### src/rtl/clock_rate_meter_if.sv
// ============================================================================
//  Module      : clock_rate_meter_if
//  Description : Measurement-side signal bundle of the clock rate meter.
//  Revision    : 1.0  initial release
// ============================================================================
`default_nettype none

interface clock_rate_meter_if;
    logic        inClk;
    logic        measure_en;
    logic [31:0] rate;
    logic        rate_valid;
    logic        timeout;

    modport master (
        output inClk,
        output measure_en,
        input  rate,
        input  rate_valid,
        input  timeout
    );

    modport slave (
        input  inClk,
        input  measure_en,
        output rate,
        output rate_valid,
        output timeout
    );
endinterface

`default_nettype wire

### src/rtl/clock_rate_meter.sv
// ============================================================================
//  Module      : clock_rate_meter
//  Description : Measures the period of a slow square wave and reports its
//                rate in Hz as BASE_SPEED / period, with a no-edge timeout.
//  Revision    : 1.0  initial release
// ============================================================================
`default_nettype none

module clock_rate_meter #(
    parameter int unsigned BASE_SPEED     = 50_000_000,
    parameter int unsigned TIMEOUT_CYCLES = 50_000_000
) (
    input  logic               clk,
    input  logic               rst,
    clock_rate_meter_if.slave  mbus
);

    localparam logic [31:0] c_base_speed = 32'(BASE_SPEED);
    localparam logic [31:0] c_to_limit   = 32'(TIMEOUT_CYCLES - 1);
    localparam logic [31:0] c_pc_max     = '1;
    localparam logic [4:0]  c_last_step  = 5'd31;

    typedef enum logic [1:0] {
        ST_IDLE   = 2'd0,
        ST_ARM    = 2'd1,
        ST_COUNT  = 2'd2,
        ST_DIVIDE = 2'd3
    } state_t;

    state_t      r_state;
    state_t      w_state_next;

    logic [2:0]  r_sync;
    logic        r_edge;
    logic [31:0] r_pc;
    logic [31:0] r_div;
    logic [31:0] r_rem;
    logic [31:0] r_quot;
    logic [4:0]  r_step;
    logic [31:0] r_rate;
    logic        r_rate_valid;
    logic        r_timeout;

    logic        w_start_div;
    logic        w_finish;
    logic        w_fire_timeout;
    logic [31:0] w_period;
    logic [32:0] w_rem_shift;
    logic        w_ge;
    logic [31:0] w_rem_sub;
    logic [31:0] w_rem_next;
    logic [31:0] w_quot_next;

    assign w_period = (r_pc == c_pc_max) ? c_pc_max : r_pc + 32'd1;

    // One restoring step: the dividend shifts out of r_quot as quotient bits shift in.
    assign w_rem_shift = {r_rem, r_quot[31]};
    assign w_ge        = (w_rem_shift >= {1'b0, r_div});
    assign w_rem_sub   = w_rem_shift[31:0] - r_div;
    assign w_rem_next  = w_ge ? w_rem_sub : w_rem_shift[31:0];
    assign w_quot_next = {r_quot[30:0], w_ge};

    always_ff @(posedge clk or posedge rst) begin
        if (rst) begin
            r_state <= ST_IDLE;
        end else begin
            r_state <= w_state_next;
        end
    end

    always_comb begin
        w_state_next   = r_state;
        w_start_div    = 1'b0;
        w_finish       = 1'b0;
        w_fire_timeout = 1'b0;
        if (!mbus.measure_en) begin
            w_state_next = ST_IDLE;
        end else begin
            case (r_state)
                ST_IDLE: w_state_next = ST_ARM;
                ST_ARM: begin
                    if (r_edge) begin
                        w_state_next = ST_COUNT;
                    end
                end
                ST_COUNT: begin
                    // A closing edge wins over a timeout reached in the same cycle.
                    if (r_edge) begin
                        w_start_div  = 1'b1;
                        w_state_next = ST_DIVIDE;
                    end else if (r_pc >= c_to_limit) begin
                        w_fire_timeout = 1'b1;
                        w_state_next   = ST_ARM;
                    end
                end
                ST_DIVIDE: begin
                    if (r_step == c_last_step) begin
                        w_finish     = 1'b1;
                        w_state_next = ST_COUNT;
                    end
                end
                default: w_state_next = ST_IDLE;
            endcase
        end
    end

    always_ff @(posedge clk or posedge rst) begin
        if (rst) begin
            r_sync       <= '0;
            r_edge       <= 1'b0;
            r_pc         <= '0;
            r_div        <= '0;
            r_rem        <= '0;
            r_quot       <= '0;
            r_step       <= '0;
            r_rate       <= '0;
            r_rate_valid <= 1'b0;
            r_timeout    <= 1'b0;
        end else begin
            r_sync       <= {r_sync[1:0], mbus.inClk};
            r_edge       <= r_sync[1] & ~r_sync[2];
            r_pc         <= r_edge ? 32'd0 : ((r_pc == c_pc_max) ? r_pc : r_pc + 32'd1);
            r_rate_valid <= 1'b0;

            if (w_start_div) begin
                r_div  <= w_period;
                r_rem  <= '0;
                r_quot <= c_base_speed;
                r_step <= '0;
            end else if (r_state == ST_DIVIDE) begin
                r_rem  <= w_rem_next;
                r_quot <= w_quot_next;
                r_step <= r_step + 5'd1;
            end

            if (w_finish) begin
                r_rate       <= w_quot_next;
                r_timeout    <= 1'b0;
                r_rate_valid <= 1'b1;
            end else if (w_fire_timeout) begin
                r_rate       <= '0;
                r_timeout    <= 1'b1;
                r_rate_valid <= 1'b1;
            end
        end
    end

    assign mbus.rate       = r_rate;
    assign mbus.rate_valid = r_rate_valid;
    assign mbus.timeout    = r_timeout;

endmodule

`default_nettype wire
### src/flat_wrapper.sv
// flat-port wrapper written by rule: the top's interface ports become plain ports
module clock_rate_meter_flat 
#(
    parameter int unsigned BASE_SPEED     = 50_000_000,
    parameter int unsigned TIMEOUT_CYCLES = 50_000_000
)
  (clk, rst, mbus_inClk, mbus_measure_en, mbus_rate, mbus_rate_valid, mbus_timeout);
  clock_rate_meter_if mbus_i ();
  input  logic clk;
  input  logic rst;
  input wire logic [$bits(mbus_i.inClk)-1:0] mbus_inClk;
  input wire logic [$bits(mbus_i.measure_en)-1:0] mbus_measure_en;
  output wire logic [$bits(mbus_i.rate)-1:0] mbus_rate;
  output wire logic [$bits(mbus_i.rate_valid)-1:0] mbus_rate_valid;
  output wire logic [$bits(mbus_i.timeout)-1:0] mbus_timeout;
  assign mbus_i.inClk = mbus_inClk;
  assign mbus_i.measure_en = mbus_measure_en;
  assign mbus_rate = mbus_i.rate;
  assign mbus_rate_valid = mbus_i.rate_valid;
  assign mbus_timeout = mbus_i.timeout;
  clock_rate_meter #(.BASE_SPEED(BASE_SPEED), .TIMEOUT_CYCLES(TIMEOUT_CYCLES)) u_core (.clk(clk), .rst(rst), .mbus(mbus_i));
endmodule
### config.mk
export PLATFORM = sky130hd
export DESIGN_NAME = clock_rate_meter_flat
export DESIGN_NICKNAME = d
export VERILOG_FILES = /design/src/rtl/clock_rate_meter_if.sv /design/src/rtl/clock_rate_meter.sv /design/src/flat_wrapper.sv
export SDC_FILE = /design/constraint.sdc
export NUM_CORES = 1
export LEC_CHECK = 0
export CAP_MARGIN = 20
export CORE_MARGIN = 2
export CORE_UTILIZATION = 45
export DETAILED_ROUTE_END_ITERATION = 10
export RECOVER_POWER = 100
export SLEW_MARGIN = 20
export SYNTH_ARGS = -nofsm -noshare
export SYNTH_HDL_FRONTEND = slang
export SYNTH_SLANG_ARGS = --single-unit
### constraint.sdc
create_clock -name clk -period 7.1 [get_ports clk]
set_input_delay 1.42 -clock clk [delete_from_list [all_inputs] [get_ports clk]]
set_output_delay 1.42 -clock clk [all_outputs]
set_load 0.02 [all_outputs]
; Yosys cells after proc, flatten, opt, wreduce, memory -nomap -nowiden
; Cells that the tools add are included.
[classes]
addsub = 3
order_cmp = 2
n_eq_ne = 9
mux = 32
bitwise = 2
n_reduce_logical = 4
[op_table]
columns = operator, n
row1 = two-way mux 32 bit, 10
row2 = >= comparator 33 x 32 -> 1 bit, 1
row3 = adder 32 x 1 -> 32 bit (second input constant), 1
row4 = equality test 32 bit (second input constant), 1
row5 = >= comparator 32 x 26 -> 1 bit (second input constant), 1
row6 = subtractor 32 bit, 1
row7 = two-way mux 1 bit, 14
row8 = two-way mux 2 bit, 5
row9 = two-way mux 5 bit, 2
row10 = one-hot mux 2 bit (4 select lines), 1
row11 = != test 3 x 2 -> 1 bit (second input constant), 2
row12 = adder 5 x 1 -> 5 bit (second input constant), 1
row13 = equality test 5 bit (second input constant), 1
row14 = equality test 2 bit (second input constant), 2
row15 = != test 4 x 2 -> 1 bit (second input constant), 1
row16 = nonzero test 2 bit, 2
row17 = AND reduction 3 bit, 1
row18 = equality test 2 x 1 -> 1 bit (second input constant), 1
row19 = logical NOT 2 bit, 1
row20 = != test 2 x 1 -> 1 bit (second input constant), 1
row21 = AND 1 bit, 1
row22 = inverter 1 bit, 1
[totals]
reg_bits = 173
input_bits = 4
output_inout_bits = 34
elab_cells = 63

; Longest topological paths before layout
; Gate-level depths: netlist of run 1.
[logic_depth]
depth_word = 7
depth_mapped = 13
depth_no_buf = 11

; Worst setup path after synthesis of run 1
; No wires, ideal clock.
[synth_path]
path_kind = flip-flop to flip-flop
from = register u_core.r_rem[9]
to = register u_core.r_rem[2]
setup_time_ns = 0.131
t_arrival_ns = 2.663
required_time_ns = 6.969
setup_slack_ns = 4.306
stages_incl_launch_ff = 12
path_buffers = 2
period_less_slack_ns = 2.794
cell_sequence = dfrtp_1 ha_1 nand4_1 or3_1 or3_1 o31a_1 nand2_1 o31a_1 buf_6 buf_12 mux2i_1 o21ai_1
[synth_between]
elab_chain_cells = 4
[synth_rtl]
columns = item, line_no
row1 = "start, declared", clock_rate_meter.sv:37  ; logic [31:0] r_rem;
row2 = "start signal, assigned", clock_rate_meter.sv:131  ; r_rem <= w_rem_next;
row3 = >= comparator 33 x 32 -> 1 bit, clock_rate_meter.sv:58  ; assign w_ge = (w_rem_shift >= {1'b0, r_div});
row4 = two-way mux 32 bit, clock_rate_meter.sv:60  ; assign w_rem_next = w_ge ? w_rem_sub : w_rem_shift[31:0];
row5 = two-way mux 32 bit, clock_rate_meter.sv:130  ; end else if (r_state == ST_DIVIDE) begin
row6 = two-way mux 32 bit, clock_rate_meter.sv:125  ; if (w_start_div) begin
; No other way between the ends. The select of a mux whose other input is x is not followed.
; A chain may end at the register's enable or synchronous reset.

; Worst setup path in the final report of run 1
[layout_path]
from = register u_core.r_pc[0]
to = register u_core.r_rate_valid, in the netlist u_core.mbus.rate_valid
[layout_between]
elab_chain_cells = 7
[layout_rtl]
columns = item, line_no
row1 = "start, declared", clock_rate_meter.sv:35  ; logic [31:0] r_pc;
row2 = "start signal, assigned", clock_rate_meter.sv:122  ; r_pc <= r_edge ? 32'd0 : ((r_pc == c_pc_max) ? r_pc : r_pc + 32'd1);
row3 = >= comparator 32 x 26 -> 1 bit, clock_rate_meter.sv:91  ; end else if (r_pc >= c_to_limit) begin
row4 = two-way mux 1 bit, clock_rate_meter.sv:91
row5 = two-way mux 1 bit, clock_rate_meter.sv:88  ; if (r_edge) begin
row6 = two-way mux 1 bit, clock_rate_meter.sv:79  ; case (r_state)
row7 = two-way mux 1 bit, clock_rate_meter.sv:76  ; if (!mbus.measure_en) begin
row8 = two-way mux 1 bit, clock_rate_meter.sv:140  ; end else if (w_fire_timeout) begin
row9 = two-way mux 1 bit, clock_rate_meter.sv:136  ; if (w_finish) begin
row10 = "end signal, assigned", clock_rate_meter.sv:117  ; r_rate_valid <= 1'b0;
row11 = "end signal, assigned", clock_rate_meter.sv:139  ; r_rate_valid <= 1'b1;
row12 = "end signal, assigned", clock_rate_meter.sv:143  ; r_rate_valid <= 1'b1;
row13 = "end, declared", clock_rate_meter.sv:41  ; logic r_rate_valid;
; No other way between the ends.

==> results of run 1 <==
Yosys cell counts (4+ instances only):
| cell type | n | area [µm²] |
|---|---|---|
| xor2_1 | 18 | 157.7 |
| nor3b_1 | 4 | 30.03 |
| nand4_1 | 13 | 81.33 |
| and4_1 | 5 | 43.79 |
| o31ai_1 | 4 | 30.03 |
| a31oi_1 | 4 | 25.02 |
| mux2i_1 | 20 | 200.2 |
| o31a_1 | 4 | 35.03 |
| o21bai_1 | 5 | 37.54 |
| nor2b_1 | 8 | 50.05 |
| o21a_1 | 4 | 30.03 |
| o21ai_1 | 15 | 75.07 |
| nor2_1 | 82 | 307.8 |
| inv_1 | 44 | 165.2 |
| o211ai_1 | 4 | 30.03 |
| or2_2 | 5 | 31.28 |
| a32oi_1 | 15 | 131.4 |
| and3_1 | 15 | 93.84 |
| dfrtp_1 | 173 | 4329 |
| nand3_1 | 22 | 110.1 |
| a211oi_1 | 4 | 30.03 |
| nand2b_1 | 4 | 25.02 |
| ha_1 | 35 | 437.9 |
| o21ai_0 | 122 | 610.6 |
| nand2_1 | 209 | 784.5 |
| a21o_1 | 16 | 120.1 |
| nor3_1 | 7 | 35.03 |
| and2_1 | 5 | 31.28 |
| a21oi_1 | 36 | 180.2 |
| clkbuf_1 | 45 | 168.9 |
| xnor2_1 | 34 | 297.8 |
layout make-up:
type                            count  area, µm²
Sequential cell                   173       4330
Timing Repair Buffer               46      422.9
Tap cell                          270      337.8
Fill cell                        2018       9812
Multi-Input combinational cell    754       4354
Inverter                           44      172.7
Clock buffer                       18      439.2
Clock inverter                     14      170.2
cells in the final DEF (no fill, tap or decap), types with 6 or more instances in the layout:
| cell | count |
|---|---|
| nor2b_1 | 8 |
| nand2_1 | 210 |
| mux2i_1 | 20 |
| nand4_1 | 13 |
| clkbuf_16 | 17 |
| nand3_1 | 22 |
| a21o_1 | 16 |
| dfrtp_1 | 172 |
| ha_1 | 35 |
| xor2_1 | 18 |
| dlygate4sd3_1 | 37 |
| a21oi_1 | 36 |
| o21ai_0 | 137 |
| a32oi_1 | 15 |
| and3_1 | 14 |
| nor3_1 | 7 |
| nor2_1 | 81 |
| inv_1 | 43 |
| xnor2_1 | 34 |
| inv_6 | 6 |
power breakdown:
part	internal, mW	switching, mW
Combinational	0.695	0.880
Clock	0.514	0.442
Sequential	1.21	0.204
critical path: cells and delay by family, from the launching register on:
family          cells  cell delay [ns]
compound gates      3             2.04
fa+ha+maj           1             0.28
buf+inv             1             0.56
flops               1             0.45
simple gates        4             0.95
per-stage QoR:
stage	setup WS (ns)	util, %
2_1_floorplan	0.9915	-
3_3_place_gp	3.554	48.27
3_5_place_dp	3.446	48.28
4_1_cts	3.455	51.32
5_1_grt	2.351	51.04
6_report	2.686	51.04
state kept, by name, indices dropped and copies added (netlist names):
signal and flops:
u_core.mbus.timeout 1, u_core.r_sync 3, u_core.r_step 5, u_core.r_state 2, u_core.r_edge 1, u_core.r_quot 32
u_core.mbus.rate_valid 1, u_core.r_pc 32, u_core.r_rem 32, u_core.mbus.rate 32, u_core.r_div 32
worst paths after layout:
kind,from,endpoint,slack [ns]
setup / recovery,u_core.r_pc[0],u_core.mbus.rate_valid,2.69
hold / removal,u_core.r_sync[0],u_core.r_sync[1],0.36
setup reg to reg,u_core.r_pc[0],u_core.mbus.rate_valid,2.69
hold reg to reg,u_core.r_sync[0],u_core.r_sync[1],0.36
max in group asynchronous,rst,u_core.r_rem[9],4.18
min in group asynchronous,rst,u_core.r_pc[3],1.66
metal layers:
metal	GRT usage, %	vias up	wire length [µm]
li1	-	3552	-
met1	28.23	3301	9930
met2	30.05	113	8952
met3	3.781	18	627
met4	5.194	0	259
met5	0	-	0
kinds of logic after synthesis:
family | count (synthesis) | share of synthesized area, %
flip-flops | 173 | 47.52
multiplexers | 20 | 2.197
AO/OA/AOI/OAI | 256 | 17.07
adder cells (fa/ha/maj) | 36 | 5.027
buffers and inverters | 97 | 4.422
XOR/XNOR | 52 | 4.999
AND/OR/NAND/NOR | 390 | 18.76
==> results.md, run 1 <==
- The Yosys step of the flow raised 0 warnings.
- The area of all placed cells without fillers is 0.01023 mm².
- The cell count after synthesis came out at 1024.
- Once layout is complete, the cells apart from fillers number 1319.
- Summed over all cells, the static leakage comes to 4.617 nW.
- Dividing the detail-routed wire length by the instance count gives 14.99 µm.
- The signal on the critical path passes through ha_1 -> and3_1 -> o311a_1 -> o211ai_1 -> nand3b_1 -> a2111oi_0 -> nor3b_2 -> clkbuf_1 -> or2_2.
- The number of synthesized flops with an enable pin is 0.
- Static timing analysis puts the maximum clock frequency at approximately 230 MHz.
- The clock-pin slew reported for the worst setup and hold paths after clock tree synthesis is 0.07 ns.
- For the final database, setup skew stands at approximately 0.016 ns.
- The via count of the first global-routing pass was ~6700.
- Setup repair after global routing left no endpoint under its margin.
- The maximum number of pins on one net before global-route repair is roughly 120.
- The all-layer global routing usage is 19.45%.
- For this configuration, the core starts out at a cell density of 45.46%.
- The worst hold slack is 0.3646 ns.
- At the worst endpoint, the arrival time is 4.72 ns.
- The flow ran to the end, but the final reports show violations.
- The slew at the pin closest to its max-slew limit is between 1.5 and 2 ns.
- The number of max-slew violations in the final report is 108.
- The die covers 0.02140 mm².
- For this run, the leading register cell type out of synthesis is dfrtp_1.
- The total routed wirelength is 19.77 mm.
- In this run, post-CTS hold repair placed 0 buffers.
- The area of the core is 0.02004 mm².
- Summing every instance area after synthesis gives 0.009110 mm².
- The critical path capture point type is a register.
- The mean cell area of the mapped netlist is between 8 and 9 µm².
- The clock sink count is 173.
- The die outline width is between 100 and 150 µm.
- The initial antenna violation count is 0.
- The worst hold path belongs to the class register to register.
- The total number of nets in the final design is roughly 1100.
- CTS built an H-tree with a depth of 4.
- For this design the top-level I/O count stands at 38.
- The sequential element share of the synthesized area is between 40% and 50%.
- The die outline height is 146.3 µm.
- The post-synthesis async set-or-reset flop share is 100.0%.
- The count of nets left with antenna violations once routing finished came out at 0.
- The number of buffers on the longest clock path is 2.
- Including well taps, the total number of placed cells is ~1300.
- The number of setup buffers added after CTS is 0.
- IR analysis of the VDD net gives a maximum drop of 192.1 µV.
- The number of DRC markers in iteration 0 is 343.
- The final total power is 3.943 mW.
- The final number of hold-violating endpoints came to 0.
- In the final layout, the share of cells above drive strength 1 is approximately 4.9%.
- Counting instances, the worst hold path has a depth of 0.
- The clock tree from TritonCTS is yes.
- The placed instances occupy a cell area of roughly 0.0097 mm².
- The cell chosen for the clock root is clkbuf_16.
- The total inserted antenna cells is 0.
- The final reports fail on max-capacitance violations, max-slew violations.
- Summing over every cut layer, the via total after detailed routing is 6984.
- The worst setup path is launched from a register.
- The maximum net fanout on the critical path is 34.
- The clock reaches the later pin of the worst-skew pair after 0.43 ns.
- For the worst flop-to-flop path, the logic depth is 9.
- The number of nets handed over by synthesis was 1064.
- The worst pin sits at a relative slew slack of -24.70%.
- During placement, the flow inserted port buffers numbering 37.
- Before antenna repair, the detailed router went through 6 iterations.
- In this run the power density over the cells is 385.5 mW/mm².
- Setup violations remaining at the end of the flow were counted as 0.
- Using the TritonRoute via totals, the vias-per-cell ratio works out to 5.295.
- At the end of routability-driven placement, the weighted congestion stood at 0.8726.
- The number of clock buffers inserted by TritonCTS is 17.
- The critical path is of the register to register type.
- Yosys mapped the design onto 60 distinct sky130hd cell types.
- The wire length of the first global-routing pass is between 30 and 40 mm.
- The detailed placer's ending HPWL is 13.47 mm.
- The number of standard-cell rows in the floorplan is 52.
- The required time reported for the critical path endpoint is 7.40 ns.
- The global-route congestion overflow total is 0.
- The sum of negative setup slack is 0 ns.
- The number of gates given a new drive strength after cts is 0.
- The number of remaining DRC errors is 0.
- The time the final worst path needs with I/O delays and setup is approximately 4.4 ns.
- In the finished design, the share of the clock period the worst path needs comes to 62.17%.
- The cell with the biggest individual delay on the critical path is a2111oi_0.
- The largest stage delay on the critical path is 1.45 ns.
- The area growth from synthesis to layout is 12.26%.
- Max-cap violations in this run came to 3.
- The synthesized design contains about 170 register bits.
(Power assumes the default switching activity.)
==> inputs of run 2 (changes only) <==
Clock period 7.1 ns to 4.5 ns, I/O delays scaled along.
==> run 2 against run 1 <==
The flow still finishes with violations (max-capacitance violations, max-slew violations). Register-to-register slack got worse by 1.8 ns. Worst hold slack got worse by 0.0082 ns. Final cell count rose by 0.45%.
==> results.md, run 2 (same netlist as run 1, synthesis figures left out) <==
- The maximum number of pins on one net before global-route repair is 87 (-26%).
- Leaving out fill and tap cells, the most frequent cell in the layout is nand2_1.
- The number of buffers on the longest clock path is 2 (unchanged).
- Setup repair after global routing left no endpoint under its margin.
- The cell seen most often among critical-path stages is o31ai_1.
- The number of DRC markers in iteration 0 is 305 (-11%).
- The part of the power in the clock network is 23.6% (-0.6 points).
- The register-to-register setup slack is 0.88 ns (-1.80 ns).
- The path with the worst hold slack has its endpoint at u_core.r_sync[1].
- The worst flop-to-flop path startpoint is u_core.r_div[1].
- The initial core utilization was 45.46% (unchanged).
- The startpoint of the lowest-slack hold path is u_core.r_sync[0].
- The run finished, with violations left.
- The number of max-slew violations in the final report is 71 (-34%).
- The final cell count without fillers is 1325 (+0.45%).
- The number of standard-cell rows in the floorplan is 52 (unchanged).
- The classification of the worst setup path is register to register.
- The share of the clock period used by the worst path after layout is 80.38% (+18 points).
- The checks that failed: max-capacitance violations, max-slew violations.
- The internal portion of total power is 3.764 mW (+56%).
- The depth of the worst register-to-register path is 11 (+2).
- The via count of the first global-routing pass is 6827 (+2.5%).
- The reg-to-reg critical path endpoint is u_core.r_rem[20].
- The final antenna-violating net count came to 0 (unchanged).
- The total number of nets in the final design is 1082 (+0.56%).
- The global-route congestion overflow total is 0 (unchanged).
- The clock tree skew after final layout is 0.01062 ns (-0.005253 ns).
- The clock insertion delay at the later pin of the skew report is 0.43 ns (about the same).
- The required time reported for the critical path endpoint was 4.84 ns (-2.56 ns).
- The area of the core is 0.02004 mm² (unchanged).
- The number of buffers and inverters on the critical path is 2 (+1).
- The fraction of power consumed by sequential logic is 35.9% (about the same).
- The worst IR drop on VDD was 324.2 µV (+69%).
- The clock sink count is 173 (unchanged).
- The final number of hold-violating endpoints was 0 (unchanged).
- The routability congestion estimate was 0.8588 (-1.6%).
- The number of remaining DRC errors was 0 (unchanged).
- The time the final worst path needs with I/O delays and setup is 3.617 ns (-0.7971 ns).
- The count of hold buffers inserted by post-cts repair is 0 (unchanged).
- The total inserted antenna cells is 0 (unchanged).
- The count of boundary I/O pins is 38 (unchanged).
- The port buffer count is 37 (unchanged).
- The maximum net fanout on the critical path is 12 (-65%).
- The switching share of power came to 38.77% (+0.060 points).
- The top cell types in the final layout, fill and taps aside, are 209 x nand2_1, 173 x dfrtp_1, 136 x o21ai_0.
- The number of detailed-route iterations in the first pass came to 5 (-1).
- The fraction of layout cells with a size suffix above 1 is 5.024% (+0.16 points).
- The fraction of power consumed by combinational cells came to 40.5% (+0.5 points).
- The leakage power of the design is 4.627 nW (+0.22%).
- The largest stage delay on the critical path came to 0.86 ns (-0.59 ns).
- The total routed wirelength was 19.89 mm (+0.62%).
- The total setup violations reported at the end of the flow was 0 (unchanged).
- The worst setup slack after placement is 1.218 ns (-2.228 ns).
- The detail-routed via count per cell came to 5.294 (about the same).
- The arrival time at the worst endpoint came to 3.95 ns (-0.77 ns).
- The wire length per cell came to 15.01 µm (+0.16%).
- The detailed placer's ending HPWL is 13.78 mm (+2.3%).
- The number of gates given a new drive strength after cts is 0 (unchanged).
- The number of clock buffers inserted by TritonCTS is 17 (unchanged).
- The number of max-capacitance violations reported is 3 (unchanged).
- The min-delay analysis places its worst path in the category register to register.
- The sum of negative setup slack is 0 ns (unchanged).
- Walking the worst path, the cells encountered are inv_1 -> ha_1 -> nor2b_1 -> o31a_1 -> o31ai_1 -> a21boi_0 -> and4_1 -> o31ai_1 -> buf_4 -> a32oi_1 -> o21ai_0.
- The die area is 0.02140 mm² (unchanged).
- The power density normalized to cell area is 599.7 mW/mm² (+56%).
- The clock tree from TritonCTS is yes.
- The H-tree depth reported by CTS is 4 (unchanged).
- The number of vias after detailed routing was 7014 (+0.43%).
- The worst hold path depth is 0 (unchanged).
- The final total power came to 6.146 mW (+56%).
- The worst setup path is captured at a register.
- The post-route worst setup slack is 0.8831 ns (-1.803 ns).
- CTS placed an instance of clkbuf_16 at the clock tree root.
- The total instance count after detailed placement is 1293 (+0.47%).
- The die outline height came to 146.3 µm (unchanged).
- The post-CTS repair timing setup buffer count is 0 (unchanged).
- The initial antenna violation count is 0 (unchanged).
- The worst slew slack as a fraction of its limit came to -12.02% (+13 points).
- The family with the most delay on the worst path is compound AO/OA/AOI/OAI gates.
- The switching power of the nets was 2.383 mW (+56%).
- The slew at the pin closest to its max-slew limit is 1.680 ns (-0.1858 ns).
- The clock-pin slew reported for the worst setup and hold paths after clock tree synthesis is 0.07 ns (about the same).
- The wire length of the first global-routing pass is 34.67 mm (+2.4%).
- The all-layer global routing usage is 19.75% (+0.29 points).
- The maximum operating frequency is 276.5 MHz (+22%).
- Relative to the synthesized area, the layout overhead comes to 12.50%.
- The die outline width is 146.3 µm (unchanged).
- The cell with the biggest individual delay on the critical path is o31ai_1.
- STA classifies the critical path startpoint as a register.
[run 2: worst max-delay path by stage]
stage                     slack (ns)  depth (start not counted)             start                   to
after global routing            0.54                         11   u_core.r_div[1]     u_core.r_rem[31]
after CTS                       1.19                         10  u_core.r_rem[11]      u_core.r_rem[8]
final                           0.88                         11   u_core.r_div[1]     u_core.r_rem[20]
after global placement          1.25                         10  u_core.r_rem[12]      u_core.r_rem[8]
after detailed placement        1.22                         10  u_core.r_rem[11]      u_core.r_rem[8]
after floorplan                 1.39                          1               rst  u_core.mbus.rate[0]
[run 2: routing by layer]
metal  share of wire (%)  GRT usage [%]
met1                  51          29.19
met2                  45          30.33
met3                 3.2          3.031
met4                 1.0          5.583
met5                   0              0
[run 2: power by group through the flow]
stage / sequential [mW] / clock [mW] / combinational, mW
2_1_floorplan: 2.20 / 0 / 1.97
3_3_place_gp: 2.23 / 0 / 2.51
3_5_place_dp: 2.23 / 0 / 2.52
4_1_cts: 2.21 / 1.50 / 2.53
5_1_grt: 2.26 / 1.57 / 2.81
6_report: 2.21 / 1.45 / 2.49
[run 2: cell type report]
type	count	area (µm²)
inverters	44	166.4
flip-flops and latches	173	4329
clock buffers	18	439.2
multi-input cells	754	4365
fillers	1950	9791
repair buffers	52	466.7
clock inverters	14	143.9
well taps	270	337.8
[run 2: metrics by stage]
stage	hold slack (ns)	util, %	cell area (µm²)
final	0.3564	51.14	10250
after global routing	0.3580	51.14	10250
after CTS	0.3523	51.46	10310
after detailed placement	0.3362	48.55	9729
after global placement	0.3339	48.55	9728
after floorplan	0.3312	-	9114
